--- config.mk ---
export PLATFORM = sky130hd
export DESIGN_NAME = if_id_stage
export DESIGN_NICKNAME = d
export VERILOG_FILES = /design/src/rtl/cpu_pkg.sv /design/src/rtl/if_skid_buf.sv /design/src/rtl/if_id_stage.sv
export SDC_FILE = /design/constraint.sdc
export NUM_CORES = 1
export LEC_CHECK = 0
export ABC_AREA = 1
export BUFFER_PORTS_ARGS = -buffer_cell sky130_fd_sc_hd__buf_2
export CAP_MARGIN = 20
export CORE_MARGIN = 2
export CORE_UTILIZATION = 61
export CTS_CLUSTER_SIZE = 28
export DETAILED_ROUTE_END_ITERATION = 10
export GPL_TIMING_DRIVEN = 0
export PLACE_DENSITY_LB_ADDON = 0.3
export SLEW_MARGIN = 10
export SYNTH_ARGS = -nofsm -noshare
export SYNTH_HDL_FRONTEND = slang
export SYNTH_SLANG_ARGS = --single-unit
--- constraint.sdc ---
create_clock -name clk_i -period 5.1 [get_ports clk_i]
set_input_delay 1.02 -clock clk_i [delete_from_list [all_inputs] [get_ports clk_i]]
set_output_delay 1.02 -clock clk_i [all_outputs]
set_load 0.005 [all_outputs]
--- src/rtl/cpu_pkg.sv ---
// Shared CPU definitions: reset PC default, NOP encoding, fetch FSM states,
// and the PC-increment helper.
package cpu_pkg;

  localparam int unsigned INSTR_W          = 32;
  localparam logic [31:0] RESET_PC_DEFAULT = 32'h0000_0000;
  localparam logic [INSTR_W-1:0] NOP_INSTR = 32'h0000_0000;

  typedef enum logic [1:0] {
    FETCH,
    DROP,
    BUF
  } fetch_state_t;

  // Wraps modulo 2^32.
  function automatic logic [31:0] pc_plus4(input logic [31:0] a);
    return a + 32'd4;
  endfunction

endpackage

--- src/rtl/if_skid_buf.sv ---
// One-entry holding register for a fetched instruction and its PC+4, used
// when a memory response lands while the IF/ID register is stalled.
module if_skid_buf
  import cpu_pkg::*;
#(
  parameter int unsigned ADDR_W = 32
) (
  input  logic               clk,
  input  logic               rst,
  input  logic               load,
  input  logic               clear,
  input  logic [INSTR_W-1:0] load_instr,
  input  logic [ADDR_W-1:0]  load_pc4,
  output logic               valid,
  output logic [INSTR_W-1:0] instr,
  output logic [ADDR_W-1:0]  pc4
);

  always_ff @(posedge clk) begin
    if (rst || clear) begin
      valid <= 1'b0;
      instr <= '0;
      pc4   <= '0;
    end else if (load) begin
      valid <= 1'b1;
      instr <= load_instr;
      pc4   <= load_pc4;
    end
  end

endmodule

--- src/rtl/if_id_stage.sv ---
// Instruction fetch + IF/ID pipeline register with a single-outstanding-request
// memory port. Define IF_ID_PERF_EN to add fetch/bubble performance counters.
module if_id_stage
  import cpu_pkg::*;
#(
  parameter int unsigned       ADDR_W   = 32,
  parameter logic [ADDR_W-1:0] RESET_PC = RESET_PC_DEFAULT
) (
  input  logic               clk_i,
  input  logic               rst_i,
  output logic               imem_req_o,
  output logic [ADDR_W-1:0]  imem_addr_o,
  input  logic               imem_ack_i,
  input  logic [INSTR_W-1:0] imem_data_i,
  input  logic               stall_i,
  input  logic               redirect_i,
  input  logic [ADDR_W-1:0]  redirect_pc_i,
  output logic               if_id_valid_o,
  output logic [INSTR_W-1:0] if_id_instr_o,
  output logic [ADDR_W-1:0]  if_id_pc4_o
`ifdef IF_ID_PERF_EN
  ,
  output logic [31:0]        perf_fetch_o,
  output logic [31:0]        perf_bubble_o
`endif
);

  fetch_state_t       state;
  logic [ADDR_W-1:0]  pc;
  logic [ADDR_W-1:0]  req_addr;
  logic [ADDR_W-1:0]  req_pc4;
  logic [ADDR_W-1:0]  redirect_tgt;
  logic               skid_load;
  logic               skid_clear;
  logic               skid_valid;
  logic [INSTR_W-1:0] skid_instr;
  logic [ADDR_W-1:0]  skid_pc4;

  assign redirect_tgt = redirect_pc_i & ~ADDR_W'(3);
  assign req_pc4      = pc_plus4(req_addr);

  assign imem_req_o  = (state != BUF);
  assign imem_addr_o = req_addr;

  assign skid_load  = (state == FETCH) && imem_ack_i && stall_i && !redirect_i;
  assign skid_clear = (state == BUF) && (redirect_i || !stall_i);

  if_skid_buf #(
    .ADDR_W(ADDR_W)
  ) u_skid (
    .clk       (clk_i),
    .rst       (rst_i),
    .load      (skid_load),
    .clear     (skid_clear),
    .load_instr(imem_data_i),
    .load_pc4  (req_pc4),
    .valid     (skid_valid),
    .instr     (skid_instr),
    .pc4       (skid_pc4)
  );

  always_ff @(posedge clk_i) begin
    if (rst_i) begin
      state         <= FETCH;
      pc            <= RESET_PC;
      req_addr      <= RESET_PC;
      if_id_valid_o <= 1'b0;
      if_id_instr_o <= NOP_INSTR;
      if_id_pc4_o   <= '0;
    end else if (redirect_i) begin
      // A pending request cannot be withdrawn; DROP keeps it on the port
      // until its ack and fetches from the new pc afterwards.
      pc            <= redirect_tgt;
      if_id_valid_o <= 1'b0;
      if (state == BUF || (state == FETCH && imem_ack_i)) begin
        req_addr <= redirect_tgt;
        state    <= FETCH;
      end else if (state == FETCH) begin
        state <= DROP;
      end
    end else begin
      case (state)
        FETCH: begin
          if (imem_ack_i) begin
            if (stall_i) begin
              state <= BUF;
            end else begin
              if_id_valid_o <= 1'b1;
              if_id_instr_o <= imem_data_i;
              if_id_pc4_o   <= req_pc4;
              pc            <= pc_plus4(pc);
              req_addr      <= req_pc4;
            end
          end else if (!stall_i) begin
            if_id_valid_o <= 1'b0;
          end
        end
        BUF: begin
          if (!stall_i) begin
            if_id_valid_o <= skid_valid;
            if_id_instr_o <= skid_instr;
            if_id_pc4_o   <= skid_pc4;
            pc            <= pc_plus4(pc);
            req_addr      <= req_pc4;
            state         <= FETCH;
          end
        end
        DROP: begin
          if_id_valid_o <= 1'b0;
          if (imem_ack_i) begin
            req_addr <= pc;
            state    <= FETCH;
          end
        end
        default: state <= FETCH;
      endcase
    end
  end

`ifdef IF_ID_PERF_EN
  always_ff @(posedge clk_i) begin
    if (rst_i) begin
      perf_fetch_o  <= '0;
      perf_bubble_o <= '0;
    end else begin
      if ((state == FETCH) && imem_ack_i && !redirect_i)
        perf_fetch_o <= perf_fetch_o + 32'd1;
      if (!if_id_valid_o)
        perf_bubble_o <= perf_bubble_o + 32'd1;
    end
  end
`endif

endmodule
# After elaboration in Yosys (flattened, before gate mapping)
# Cells that the tools add are included.
[totals] ff_bits=196 output_inout_bits=98 word_cells=77
[op_classes] n_addsub=2 eq_ne=12 n_mux=31 bitwise_logic=1 reduce_logical=21
[op_table] operator="two-way mux 32 bit" n=14
[op_table] operator="one-hot mux 32 bit (2 select lines)" n=3
[op_table] operator="one-hot mux 32 bit (3 select lines)" n=1
[op_table] operator="adder 32 x 3 -> 32 bit, second input constant" n=2
[op_table] operator="two-way mux 2 bit" n=7
[op_table] operator="inequality test 3 bit, second input constant" n=4
[op_table] operator="AND reduction 5 bit" n=2
[op_table] operator="inequality test 2 bit, second input constant" n=4
[op_table] operator="one-hot mux 2 bit (3 select lines)" n=1
[op_table] operator="nonzero test 3 bit" n=2
[op_table] operator="logical AND 1 bit" n=4
[op_table] operator="two-way mux 1 bit" n=4
[op_table] operator="AND reduction 2 bit" n=2
[op_table] operator="AND reduction 4 bit" n=1
[op_table] operator="nonzero test 4 bit" n=1
[op_table] operator="logical OR 1 bit" n=3
[op_table] operator="inequality test 3 x 1 -> 1 bit, second input constant" n=1
[op_table] operator="one-hot mux 1 bit (3 select lines)" n=1
[op_table] operator="AND reduction 3 bit" n=1
[op_table] operator="== test 2 x 1 -> 1 bit, second input constant" n=1
[op_table] operator="== test 2 bit, second input constant" n=1
[op_table] operator="logical NOT 1 bit" n=2
[op_table] operator="logical NOT 2 bit" n=1
[op_table] operator="inequality test 2 x 1 -> 1 bit, second input constant" n=1
[op_table] operator="other kinds (3)" n=3

# Depth between registers and ports, before layout
[depth] ltp_word=5 ltp_mapped=10 depth_no_buf=10

# Modules after synthesis
# A second synthesis with hierarchy kept.
[hier_totals] hier_cells=1644 hier_area_um2=10356.2
[modules_own_cells] module="if_id_stage" instances=1 cells_per_inst=1236 area_per_inst_um2=7701.1
[modules_own_cells] module="if_skid_buf" instances=1 cells_per_inst=408 area_per_inst_um2=2655.0

# Worst setup path before layout
# Ideal clock, no wire load.
[synth_path] path_kind="reg2out" start="reg state[0]" end="out imem_req_o" arrival_ns=1.102 t_required_ns=4.080 path_slack_ns=2.978 stages_incl_launch_ff=5 n_path_buf=1 cell_sequence="dfxtp_1 inv_1 ha_1 inv_2 buf_1"
[synth_between] elab_chain_cells=1
[synth_lines] item="start: declaration" line="if_id_stage.sv:28" rtl="fetch_state_t state;"
[synth_lines] item="start signal: assignment" line="if_id_stage.sv:64" rtl="state <= FETCH;"
[synth_lines] item="start signal: assignment" line="if_id_stage.sv:77" rtl="state <= FETCH;"
[synth_lines] item="start signal: assignment" line="if_id_stage.sv:79" rtl="state <= DROP;"
[synth_lines] item="inequality test 2 bit" line="if_id_stage.sv:42" rtl="assign imem_req_o = (state != BUF);"
[synth_lines] item="end: declaration" line="if_id_stage.sv:11" rtl="output logic imem_req_o,"
# Every way passes these cells.

# Final worst setup path
# Ends and elaborated chain as after synthesis.

==> out/qor.csv <==
stage,metric,value,unit
finish,area_growth,17.7,%
route,vias_per_cell,5.79,
finish,utilization,0.727,
power_and_ir_drop,power_frac_seq,0.405,
die,chipHeight,130,um
placement,gp_congestion,1.01,
route,drtAntennaViolNets,0,
worst_setup_path,reg2reg_depth,9,
hold_path,hold_class,reg -> reg,
clocking,clock_tree.buffer_depth,2,
yosys,synth_compound_area_frac,0.216,
worst_setup_path,worstPathArrival,2110,ps
power_and_ir_drop,powerDensity,422,nW/um^2
global_route,antenna_found_initial,0,
clocking,clock-root-buffer,clkbuf_16,
hold_path,hold_path_depth,2,
die,dieArea,16900,sq um
worst_setup_path,crit_path_end_kind,primary output,
power_and_ir_drop,ir_drop,0.300,mV
sta,hold_ws,465,ps
placement,dpl.hpwl,24900,um
global_route,grt_max_degree,22,
placement,portBuffers,160,
sta,setup_violations,0,
sta,post-route-period-util,0.614,
run,cap_violations,0,
yosys,ys_seq_elements,188,
finish,fillers,1373,
global_route,grt_pass1_vias,10100,
yosys,synthFlopType,dfxtp_1,
clocking,cts-buffers-inserted,17,
sta,slew_headroom,0.547,
power_and_ir_drop,clkPwrFrac,0.296,
sta,drv_slew,0,
yosys,synth_cell_type_count,34,
worst_setup_path,startpoint_type,flop,
clocking,ctsHoldBuffers,0,
yosys,synth_edf_count,0,
power_and_ir_drop,comb_power_share,0.300,
clocking,clkLatencyLatePin,450,ps
clocking,clock_sinks,188,
finish,layout-drive-gt1-share,0.146,
sta,fin_skew,12.6,ps
die,start_util,0.617,
worst_setup_path,r2r_slack,2740,ps
yosys,syn_area_per_cell,6.33,sq um
sta,setup_tns,0,ps
worst_setup_path,critPathRequiredTime,4080,ps
global_route,grt.total_usage,0.390,
yosys,syn_inst,1531,
yosys,synth_simple_gate_area_share,0.287,
worst_setup_path,path_max_fanout,10,
yosys,synth-xor-area-share,0.0108,
sta,hold_violations,0,
power_and_ir_drop,p_int,0.00291,W
hold_path,worstHoldStart,u_skid.instr[14],
clocking,clk_pin_slew,80,ps
die,row_count,46,
yosys,synthAdderAreaFrac,0.00645,
die,boundaryPins,167,
finish,nets,1787,
yosys,ys_warn_count,0,
yosys,synth_most_common_cell,nand2_1,
route,drt_iter0_markers,1305,
worst_setup_path,crit_type,reg -> out,
route,drc_errors,0,
power_and_ir_drop,netSwitchingFraction,0.396,
clocking,cts_max_level,4,
yosys,ys_top_cells_by_count,"439 x nand2_1, 201 x nor2_1, 188 x dfxtp_1",
status,status,"finished, final reports clean",
yosys,synthMuxAreaShare,0,
route,vias,11200,
sta,fmax,0.319,GHz
yosys,synth_sequential_area_ratio,0.388,
yosys,synth_top_area_frac,0.388,
clocking,cts_tree,built,
power_and_ir_drop,finalPower,0.00481,W
sta,fin_crit,3130,ps
route,wl,33600,um
sta,rsz0062_at_grt,no,
worst_setup_path,reg2reg_to,pc[28],
sta,worstMarginPinSlew,679,ps
finish,diodes,0,
hold_path,whs_endpoint,u_skid.instr[14],
power_and_ir_drop,p_switching,0.00190,W
die,dieWidth,130,um
yosys,yosys.area.top_type,dfxtp_1,
yosys,synth_top_family_by_area,simple AND/OR/NAND/NOR gates,
route,wl_per_cell,17.3,um
route,first_pass_iters,6,
die,core,15700,sq um
power_and_ir_drop,p_leak,5.25,nW
global_route,grt_pass1_wl,50900,um
global_route,overflow,0,
yosys,async_flop_share,0,
yosys,synthTopCellsByArea,"dfxtp_1 39%, nand2_1 17%, a21oi_1 8.6%",
worst_setup_path,r2r_start,pc[2],
yosys,synth_area,9700,sq um
clocking,postCtsSetupBuffers,0,
clocking,post_cts_resized,0,
## power by group through the flow
stage | sequential [W] | combinational (W) | clock [W]
after floorplan | 0.00191 | 0.000862 | 0
after global placement | 0.00196 | 0.00135 | 0
after detailed placement | 0.00196 | 0.00139 | 0
after CTS | 0.00193 | 0.00141 | 0.00141
after global routing | 0.00197 | 0.00159 | 0.00147
final | 0.00195 | 0.00144 | 0.00142
## metal layers
layer  part of all wire  vias to the layer above  global-route usage
li1                   -                     5307                   -
met1               0.42                     5134               0.543
met2               0.43                      697               0.590
met3               0.12                      101              0.0832
met4              0.035                        0               0.158
met5                  0                        -                   0
## how the worst max path moves through the flow
stage                  start               to  slack (ps)  cells after the start
floorplan           state[0]       imem_req_o        2980                      4
global placement       rst_i  if_id_pc4_o[29]        2210                      6
detailed placement     rst_i  if_id_pc4_o[17]        2230                      6
CTS                 state[0]       imem_req_o        2030                      5
global route        state[0]       imem_req_o        1890                      5
finish              state[0]       imem_req_o        1970                      5
## cell usage in the layout (no fill, tap or decap), types with 9 or more instances in the layout
cell type,n
nand3_1,51
a31oi_1,43
dfxtp_1,188
nor2_1,201
o21ai_0,143
xor2_1,11
nand2_1,439
clkbuf_1,47
buf_2,188
buf_4,9
clkbuf_16,17
o21ai_1,39
a21oi_1,166
inv_1,120
## state kept, by name (all words and copies together), names as in the netlist
name and cells:
if_id_valid_o 1, imem_addr_o 30, u_skid.valid 1, pc 30, if_id_pc4_o 30, state 2, if_id_instr_o 32, u_skid.pc4 30
u_skid.instr 32
## worst max-delay path, stage by stage, from the launching register on
cell and delay [ps]:
dfxtp_1 400, inv_1 120, ha_1 270, inv_2 230, buf_1 430, buf_2 210
## layout make-up
cell class	count	area (sq um)	share of cell area
sequential	188	3760	0.330
inverter	127	477	0.0418
multi-input combinational	1131	5070	0.444
tap	216	270	0.0237
buffer	88	399	0.0350
clock inverter	15	211	0.0185
timing repair buffer	160	801	0.0701
clock buffer	17	425	0.0373
## through the flow
stage | worst slack, ps | area, sq um | std cells
finish | 1970 | 11400 | 1942
detailed placement | 2230 | 10800 | 1910
floorplan | 2980 | 9710 | 1534
global placement | 2210 | 10800 | 1910
global route | 1890 | 11400 | 1942
CTS | 2030 | 11400 | 1942
## cells by family after synthesis
group,after synthesis
AND/OR/NAND/NOR,710
flip-flops,188
adder cells (fa/ha/maj),5
other,1
XOR/XNOR,12
buffers and inverters,215
AO/OA/AOI/OAI,400
No activity file was read; power rests on OpenSTA's default activity.
